File: config.mk
export PLATFORM = sky130hd
export DESIGN_NAME = vga_sync_module_flat
export DESIGN_NICKNAME = d
export VERILOG_FILES = /design/src/rtl/vga_sync_module_if.sv /design/src/rtl/vga_sync_module.sv /design/src/flat_wrapper.sv
export SDC_FILE = /design/constraint.sdc
export NUM_CORES = 1
export LEC_CHECK = 0
export CORE_ASPECT_RATIO = 1.25
export CORE_MARGIN = 3
export CORE_UTILIZATION = 59
export CTS_BUF_LIST = sky130_fd_sc_hd__clkbuf_8
export DETAILED_ROUTE_END_ITERATION = 10
export PLACE_DENSITY = 0.94
export REMOVE_ABC_BUFFERS = 1
export SYNTH_ARGS = -nofsm -noshare
export SYNTH_HDL_FRONTEND = slang
export SYNTH_SLANG_ARGS = --single-unit
File: constraint.sdc
create_clock -name CLK -period 5.1 [get_ports CLK]
set_input_delay 0.765 -clock CLK [delete_from_list [all_inputs] [get_ports CLK]]
set_output_delay 0.765 -clock CLK [all_outputs]
set_load 0.02 [all_outputs]
File: src/rtl/vga_sync_module_if.sv
`default_nettype none
// +-------------------------------------------------------------------------+
// | vga_sync_module_if                                                      |
// | Line prefetch handshake between the raster timer and frame-buffer read. |
// | Rev 1.0                                                                 |
// +-------------------------------------------------------------------------+
interface vga_sync_module_if;
    logic       line_req;
    logic [9:0] line_num;
    logic       line_ack;

    modport master (output line_req, output line_num, input line_ack);
    modport slave  (input line_req, input line_num, output line_ack);
endinterface
`default_nettype wire

File: src/rtl/vga_sync_module.sv
`default_nettype none
// +-------------------------------------------------------------------------+
// | vga_sync_module                                                         |
// | VGA raster timing with registered decodes and one-line-ahead prefetch.  |
// | Rev 1.0                                                                 |
// +-------------------------------------------------------------------------+
module vga_sync_module #(
    parameter int H_SYNC   = 128,
    parameter int H_BACK   = 88,
    parameter int H_ACTIVE = 800,
    parameter int H_FRONT  = 40,
    parameter int V_SYNC   = 4,
    parameter int V_BACK   = 23,
    parameter int V_ACTIVE = 600,
    parameter int V_FRONT  = 1
) (
    input  logic              CLK,
    input  logic              RSTn,
    input  logic              en,
    output logic              HSYNC_Sig,
    output logic              VSYNC_Sig,
    output logic              Ready_Sig,
    output logic [10:0]       Column_Addr_Sig,
    output logic [10:0]       Row_Addr_Sig,
    output logic              frame_start,
    vga_sync_module_if.master line_if,
    output logic              underrun,
    input  logic              underrun_clr
);

    localparam logic [10:0] c_h_total  = 11'(H_SYNC + H_BACK + H_ACTIVE + H_FRONT);
    localparam logic [10:0] c_h_sync   = 11'(H_SYNC);
    localparam logic [10:0] c_h_ofs    = 11'(H_SYNC + H_BACK);
    localparam logic [10:0] c_h_act_lo = 11'(H_SYNC + H_BACK + 1);
    localparam logic [10:0] c_h_act_hi = 11'(H_SYNC + H_BACK + H_ACTIVE);
    localparam logic [10:0] c_v_total  = 11'(V_SYNC + V_BACK + V_ACTIVE + V_FRONT);
    localparam logic [10:0] c_v_sync   = 11'(V_SYNC);
    localparam logic [10:0] c_v_act_lo = 11'(V_SYNC + V_BACK + 1);
    localparam logic [10:0] c_v_act_hi = 11'(V_SYNC + V_BACK + V_ACTIVE);

    typedef enum logic [0:0] {
        ST_IDLE = 1'b0,
        ST_PEND = 1'b1
    } state_t;

    logic [10:0] r_h;
    logic [10:0] r_v;
    logic        r_run;
    state_t      r_state;
    logic [9:0]  r_line_num;

    logic [10:0] w_h_nxt;
    logic [10:0] w_v_nxt;
    logic        w_hact;
    logic        w_vact;
    logic [10:0] w_req_line;
    logic        w_req_act;
    state_t      w_state_nxt;
    logic [9:0]  w_num_nxt;
    logic        w_miss;

    // A stopped or freshly-enabled raster always (re)starts at (1,1).
    always_comb begin
        w_h_nxt = 11'd1;
        w_v_nxt = 11'd1;
        if (en && r_run) begin
            if (r_h == c_h_total) begin
                w_v_nxt = (r_v == c_v_total) ? 11'd1 : r_v + 11'd1;
            end else begin
                w_h_nxt = r_h + 11'd1;
                w_v_nxt = r_v;
            end
        end
    end

    assign w_hact     = (w_h_nxt >= c_h_act_lo) && (w_h_nxt <= c_h_act_hi);
    assign w_vact     = (w_v_nxt >= c_v_act_lo) && (w_v_nxt <= c_v_act_hi);
    assign w_req_line = (w_v_nxt == c_v_total) ? 11'd1 : w_v_nxt + 11'd1;
    assign w_req_act  = (w_req_line >= c_v_act_lo) && (w_req_line <= c_v_act_hi);

    // Retire on ack or deadline first; a new line start may then re-arm.
    always_comb begin
        w_state_nxt = r_state;
        w_num_nxt   = r_line_num;
        w_miss      = 1'b0;
        if (r_state == ST_PEND) begin
            if (line_if.line_ack) begin
                w_state_nxt = ST_IDLE;
            end else if (r_h == c_h_total) begin
                w_state_nxt = ST_IDLE;
                w_miss      = 1'b1;
            end
        end
        if ((w_h_nxt == 11'd1) && w_req_act) begin
            w_state_nxt = ST_PEND;
            w_num_nxt   = 10'(w_req_line - c_v_act_lo);
        end
        if (!en) begin
            w_state_nxt = ST_IDLE;
            w_num_nxt   = 10'd0;
            w_miss      = 1'b0;
        end
    end

    always_ff @(posedge CLK or negedge RSTn) begin
        if (!RSTn) begin
            r_state    <= ST_IDLE;
            r_line_num <= 10'd0;
        end else begin
            r_state    <= w_state_nxt;
            r_line_num <= w_num_nxt;
        end
    end

    assign line_if.line_req = (r_state == ST_PEND);
    assign line_if.line_num = r_line_num;

    always_ff @(posedge CLK or negedge RSTn) begin
        if (!RSTn) begin
            r_h             <= 11'd1;
            r_v             <= 11'd1;
            r_run           <= 1'b0;
            HSYNC_Sig       <= 1'b1;
            VSYNC_Sig       <= 1'b1;
            Ready_Sig       <= 1'b0;
            Column_Addr_Sig <= 11'd0;
            Row_Addr_Sig    <= 11'd0;
            frame_start     <= 1'b0;
        end else if (!en) begin
            r_h             <= 11'd1;
            r_v             <= 11'd1;
            r_run           <= 1'b0;
            HSYNC_Sig       <= 1'b1;
            VSYNC_Sig       <= 1'b1;
            Ready_Sig       <= 1'b0;
            Column_Addr_Sig <= 11'd0;
            Row_Addr_Sig    <= 11'd0;
            frame_start     <= 1'b0;
        end else begin
            r_h             <= w_h_nxt;
            r_v             <= w_v_nxt;
            r_run           <= 1'b1;
            HSYNC_Sig       <= (w_h_nxt > c_h_sync);
            VSYNC_Sig       <= (w_v_nxt > c_v_sync);
            Ready_Sig       <= w_hact && w_vact;
            Column_Addr_Sig <= w_hact ? (w_h_nxt - c_h_ofs) : 11'd0;
            Row_Addr_Sig    <= w_v_nxt;
            frame_start     <= (w_h_nxt == 11'd1) && (w_v_nxt == 11'd1);
        end
    end

    // A miss in the same cycle as a clear leaves the flag set.
    always_ff @(posedge CLK or negedge RSTn) begin
        if (!RSTn) begin
            underrun <= 1'b0;
        end else if (w_miss) begin
            underrun <= 1'b1;
        end else if (underrun_clr) begin
            underrun <= 1'b0;
        end
    end

endmodule
`default_nettype wire

File: src/flat_wrapper.sv
// flat-port wrapper written by rule: the top's interface ports become plain ports
module vga_sync_module_flat 
#(
    parameter int H_SYNC   = 128,
    parameter int H_BACK   = 88,
    parameter int H_ACTIVE = 800,
    parameter int H_FRONT  = 40,
    parameter int V_SYNC   = 4,
    parameter int V_BACK   = 23,
    parameter int V_ACTIVE = 600,
    parameter int V_FRONT  = 1
)
  (CLK, RSTn, en, HSYNC_Sig, VSYNC_Sig, Ready_Sig, Column_Addr_Sig, Row_Addr_Sig, frame_start, underrun, underrun_clr, line_if_line_req, line_if_line_num, line_if_line_ack);
  vga_sync_module_if line_if_i ();
  input  logic CLK;
  input  logic RSTn;
  input  logic en;
  output logic HSYNC_Sig;
  output logic VSYNC_Sig;
  output logic Ready_Sig;
  output logic [10:0] Column_Addr_Sig;
  output logic [10:0] Row_Addr_Sig;
  output logic frame_start;
  output logic underrun;
  input  logic underrun_clr;
  output wire logic [$bits(line_if_i.line_req)-1:0] line_if_line_req;
  output wire logic [$bits(line_if_i.line_num)-1:0] line_if_line_num;
  input wire logic [$bits(line_if_i.line_ack)-1:0] line_if_line_ack;
  assign line_if_line_req = line_if_i.line_req;
  assign line_if_line_num = line_if_i.line_num;
  assign line_if_i.line_ack = line_if_line_ack;
  vga_sync_module #(.H_SYNC(H_SYNC), .H_BACK(H_BACK), .H_ACTIVE(H_ACTIVE), .H_FRONT(H_FRONT), .V_SYNC(V_SYNC), .V_BACK(V_BACK), .V_ACTIVE(V_ACTIVE), .V_FRONT(V_FRONT)) u_core (.CLK(CLK), .RSTn(RSTn), .en(en), .HSYNC_Sig(HSYNC_Sig), .VSYNC_Sig(VSYNC_Sig), .Ready_Sig(Ready_Sig), .Column_Addr_Sig(Column_Addr_Sig), .Row_Addr_Sig(Row_Addr_Sig), .frame_start(frame_start), .line_if(line_if_i), .underrun(underrun), .underrun_clr(underrun_clr));
endmodule
==> results by group, run 1 <==
STA
  • Worst-margin pin slew: 1.14 ns
  • # setup viols final: 0
  • Worst Skew: 0.00631 ns
  • Final Max Tran Viols: 0
  • Final Hold Viols: 0
  • Slew margin rel.: 0.240
  • Crit path time final: 4.87 ns
  • Max Fclk: roughly 0.21 GHz
  • Period Utilization, post-route: 0.954
  • Setup ws final: 0.233 ns

Synthesis
  • Post-Syn Area: 0.00377 mm2
  • Main combinational cell family by area after synthesis: simple AND/OR/NAND/NOR gates
  • Post-synthesis mux area share: 0.0295
  • Ys async rst share: 1.00
  • Post-synthesis simple-gate area fraction: 0.283
  • Synthesized netlist cell count: 436
  • Fraction of the mapped netlist area in adder cells: 0.0365
  • #FFs+latches synth: ~50
  • Avg Cell Area, Syn: 8.65 um2
  • Post-synthesis sequential area ratio: 0.340
  • Synth unique cells: 74
  • Compound-Gate Fraction of Synth Area: 0.146
  • Main synth FF type: dfrtp_1
  • Post-synthesis xor/xnor area fraction: 0.0905
  • EDFF count, synth: 0
  • Syn. warnings: 0

Cells and area
  • Final net count: 477
  • Layout area overhead: 14.0%
  • Final std cells w/o fill: 543
  • # diodes: 0
  • Layout cell share with drive strength beyond 1: 0.0998
  • Fin util: 0.716

Setup path
  • Max stage delay cell, worst path: dfstp_2
  • Worst setup EP type: flop
  • CP bufs+invs: 3
  • CP startpoint kind: flop
  • Critical path data arrival time: 5.09 ns
  • Most Frequent Cell on Critical Path: ha_1
  • Length in cells of the worst reg-to-reg path: 21
  • Worst path top cell family by delay: simple AND/OR/NAND/NOR gates
  • Reg2reg setup slack: 0.23 ns
  • Reg2reg end: u_core.line_if.line_num[9]
  • Delay of the slowest critical-path stage: between 0.6 and 0.7 ns
  • Origin of the critical flop-to-flop path: u_core.r_h[0]
  • Crit path cell chain: inv_1 -> ha_1 -> nor4bb_1 -> buf_4 -> and3_1 -> xnor2_1 -> and2_2 -> ha_1 -> o211ai_1 -> a22oi_1 -> and4_1 -> nor2_1 -> inv_1 -> ha_1 -> and3_1 -> a2111oi_0 -> and4_1 -> o21bai_1 -> a211oi_4 -> o21ai_0 -> a22oi_1
  • CP Class: reg2reg
  • Critical Path Start: u_core.r_h[0]
  • CP Max Fanout: 10
  • Worst path required time: 5.32 ns

Min path
  • WHS Path Cells: 2
  • Worst Hold Class: reg2reg
  • Hold Path Sink: u_core.underrun
  • Worst Min Path Start: u_core.underrun

GRT
  • Total grt overflow: 0
  • Vias in the first global route: 3,374
  • GRT Overall Usage: 0.293
  • Initial antenna violation count: 0
  • Wire length of the first global-routing pass: 17,000 um
  • Largest net degree at the start of global routing: 52

Pwr
  • Leakage: 1.82 nW
  • Power per Cell Area: 169 mW/mm2
  • Worst vdd ir: about 0.00012 V

Floorplanning
  • Core area: 0.00601 mm2
  • Die H: between 90 and 100 um
  • # IOs: 43
  • Cell Rows: 31
  • Chip Width: ~78 um
  • Die area: 0.00740 mm2
  • Initial Util: 0.627

Placed design
  • RD Place Congestion: around 0.98
  • Placed instance count: 535
  • Final HPWL from detailed placement: about 7700 um
  • PortBufs: between 40 and 50
  • Dpl ws: 0.0758 ns

CTS
  • CTS tree: done
  • CTS H-tree lvls: 2
  • Clock-pin slew on the worst setup and hold paths: around 0.090 ns
  • CTS Sinks: just over 50
  • Root Driver: clkbuf_8
  • Clock Tree Buf Depth: 2
  • Worst-Skew Late Latency: 0.31 ns
  • CTS buffer count: 5

Detailed routing
  • Residual DRC: 0
  • Vias per cell: 6.29
  • DR WL/cell: 18.9 um
  • 1st-iter DRT viols: 241
  • Drt total wl: 10,300 um
  • Vias post-DR: between 3,000 and 4,000
  • Number of routed nets with antenna violations: 0
  • First-pass DRT Iterations: 7

Run
  • Max_cap viols: 0

Outcome
  • Outcome: finished, final reports clean
-- sequential cells by signal (all words and copies together) (netlist names) --
register	count
u_core.Column_Addr_Sig	11
u_core.Row_Addr_Sig	11
u_core.r_h	11
u_core.line_if.line_num	10
u_core.HSYNC_Sig	1
u_core.Ready_Sig	1
u_core.VSYNC_Sig	1
u_core.frame_start	1
u_core.line_if.line_req	1
u_core.r_run	1
u_core.r_v	1
u_core.underrun	1
-- layout by cell type, fill, tap and decap left out, types with 3 or more instances in the layout --
cell type         n
xnor2_1          22
o31ai_1           3
o21ai_1           3
nand2_1          42
nand3_1          19
nor3b_1           3
nand3b_1          3
a21oi_1          12
inv_1            22
xor2_1           17
buf_4            12
nor4b_1           3
nand2b_1          3
mux2i_1           9
nor2b_1           6
or3_1             4
a211oi_1          3
and4_1            3
and2_1            4
and3_1            9
a31oi_1           4
clkbuf_8          5
dfrtp_1          47
nor3_1           10
o21ai_0          11
nor2_1           48
ha_1             10
clkdlybuf4s50_1  41
dfstp_2           4
nor4_1            4
nor4bb_1          3
o211ai_1          3
nand4b_1          4
nand4_1           8
-- worst max path at each step --
stage                                       to  slack [ns]  cells past startpoint
floorplan           u_core.line_if.line_num[0]       -0.37                     17
global placement    u_core.line_if.line_num[2]        0.22                     19
detailed placement  u_core.line_if.line_num[0]        0.08                     19
CTS                 u_core.line_if.line_num[0]        0.04                     19
global route        u_core.line_if.line_num[2]       -0.01                     19
finish              u_core.line_if.line_num[9]        0.23                     21
-- logic make-up (layout without fill, tap and decap cells) --
group | Yosys count | count (layout)
AO/OA/AOI/OAI | 73 | 73
XOR/XNOR | 39 | 39
adder cells (fa/ha/maj) | 11 | 11
buffers and inverters | 57 | 82
flip-flops | 51 | 51
multiplexers | 11 | 11
AND/OR/NAND/NOR | 194 | 194
-- cell type report --
class | count | area (um2)
Timing Repair Buffer | 54 | 505
Multi-Input combinational cell | 328 | 2230
Sequential cell | 51 | 1280
Fill cell | 470 | 1710
Inverter | 21 | 78.8
Tap cell | 82 | 103
Clock inverter | 2 | 33.8
Clock buffer | 5 | 68.8
-- power by group --
group,leakage [nW],switching [mW],internal [mW]
Combinational,1.07,0.0297,0.0128
Clock,0.0554,0.133,0.142
Sequential,0.692,0.00283,0.408
Total,1.82,0.165,0.563
-- stage by stage --
step / total power [mW] / cell area, um2 / hold slack [ns] / TNS [ns]
final: 0.728 / 4300 / 0.543 / 0
after global routing: 0.755 / 4300 / 0.562 / -0.0319
after CTS: 0.731 / 4270 / 0.547 / 0
after detailed placement: 0.461 / 4170 / 0.532 / 0
after global placement: 0.460 / 4170 / 0.521 / 0
after floorplan: 0.437 / 3570 / 0.469 / -3.91
-- cell usage after synthesis (4+ instances only) --
cell	n	area (um2)
a21oi_1	12	60.1
or3_1	4	25.0
buf_2	6	30.0
xnor2_1	22	193
nor2b_1	6	37.5
a31oi_1	4	25.0
mux2i_1	10	100
ha_1	11	138
nand2_1	42	158
clkbuf_1	14	52.6
inv_1	21	78.8
buf_4	14	105
nand4_1	8	50.1
nor3_1	10	50.1
nand3_1	19	95.1
nand4b_1	4	35.0
and2_1	5	31.3
o21ai_0	11	55.1
dfrtp_1	47	1180
nor4_1	4	25.0
nor2_1	48	180
dfstp_2	4	105
and3_1	9	56.3
xor2_1	17	149
-- worst min-delay path: stages, from the launching register on --
cell     delay [ns]
dfrtp_1        0.39
inv_1          0.05
o22ai_1        0.07
-- metal layers --
metal	GRT usage	share of wire	vias up
met4	0.142	0.046	0
met3	0.0435	0.059	41
met2	0.543	0.52	173
li1	-	-	1575
met5	0	0	-
met1	0.328	0.37	1626
-- timing repair --
| action | CTS | global route |
|---|---|---|
| setup endpoints to repair | 0 | 11 |
| hold buffers | 0 | 0 |
| setup buffers | 0 | 1 |
| gates resized for setup | 0 | 5 |
No activity file was read; power rests on OpenSTA's default activity.
==> inputs of run 2 (changes only) <==
--- a/config.mk
+++ b/config.mk
@@ -9,6 +9,7 @@
 export CORE_MARGIN = 3
 export CORE_UTILIZATION = 59
 export CTS_BUF_LIST = sky130_fd_sc_hd__clkbuf_8
+export CTS_CLUSTER_DIAMETER = 80
 export DETAILED_ROUTE_END_ITERATION = 10
 export PLACE_DENSITY = 0.94
 export REMOVE_ABC_BUFFERS = 1
==> results of run 2 <==
No change in the layout: final DEF, timing and power equal those of run 1.
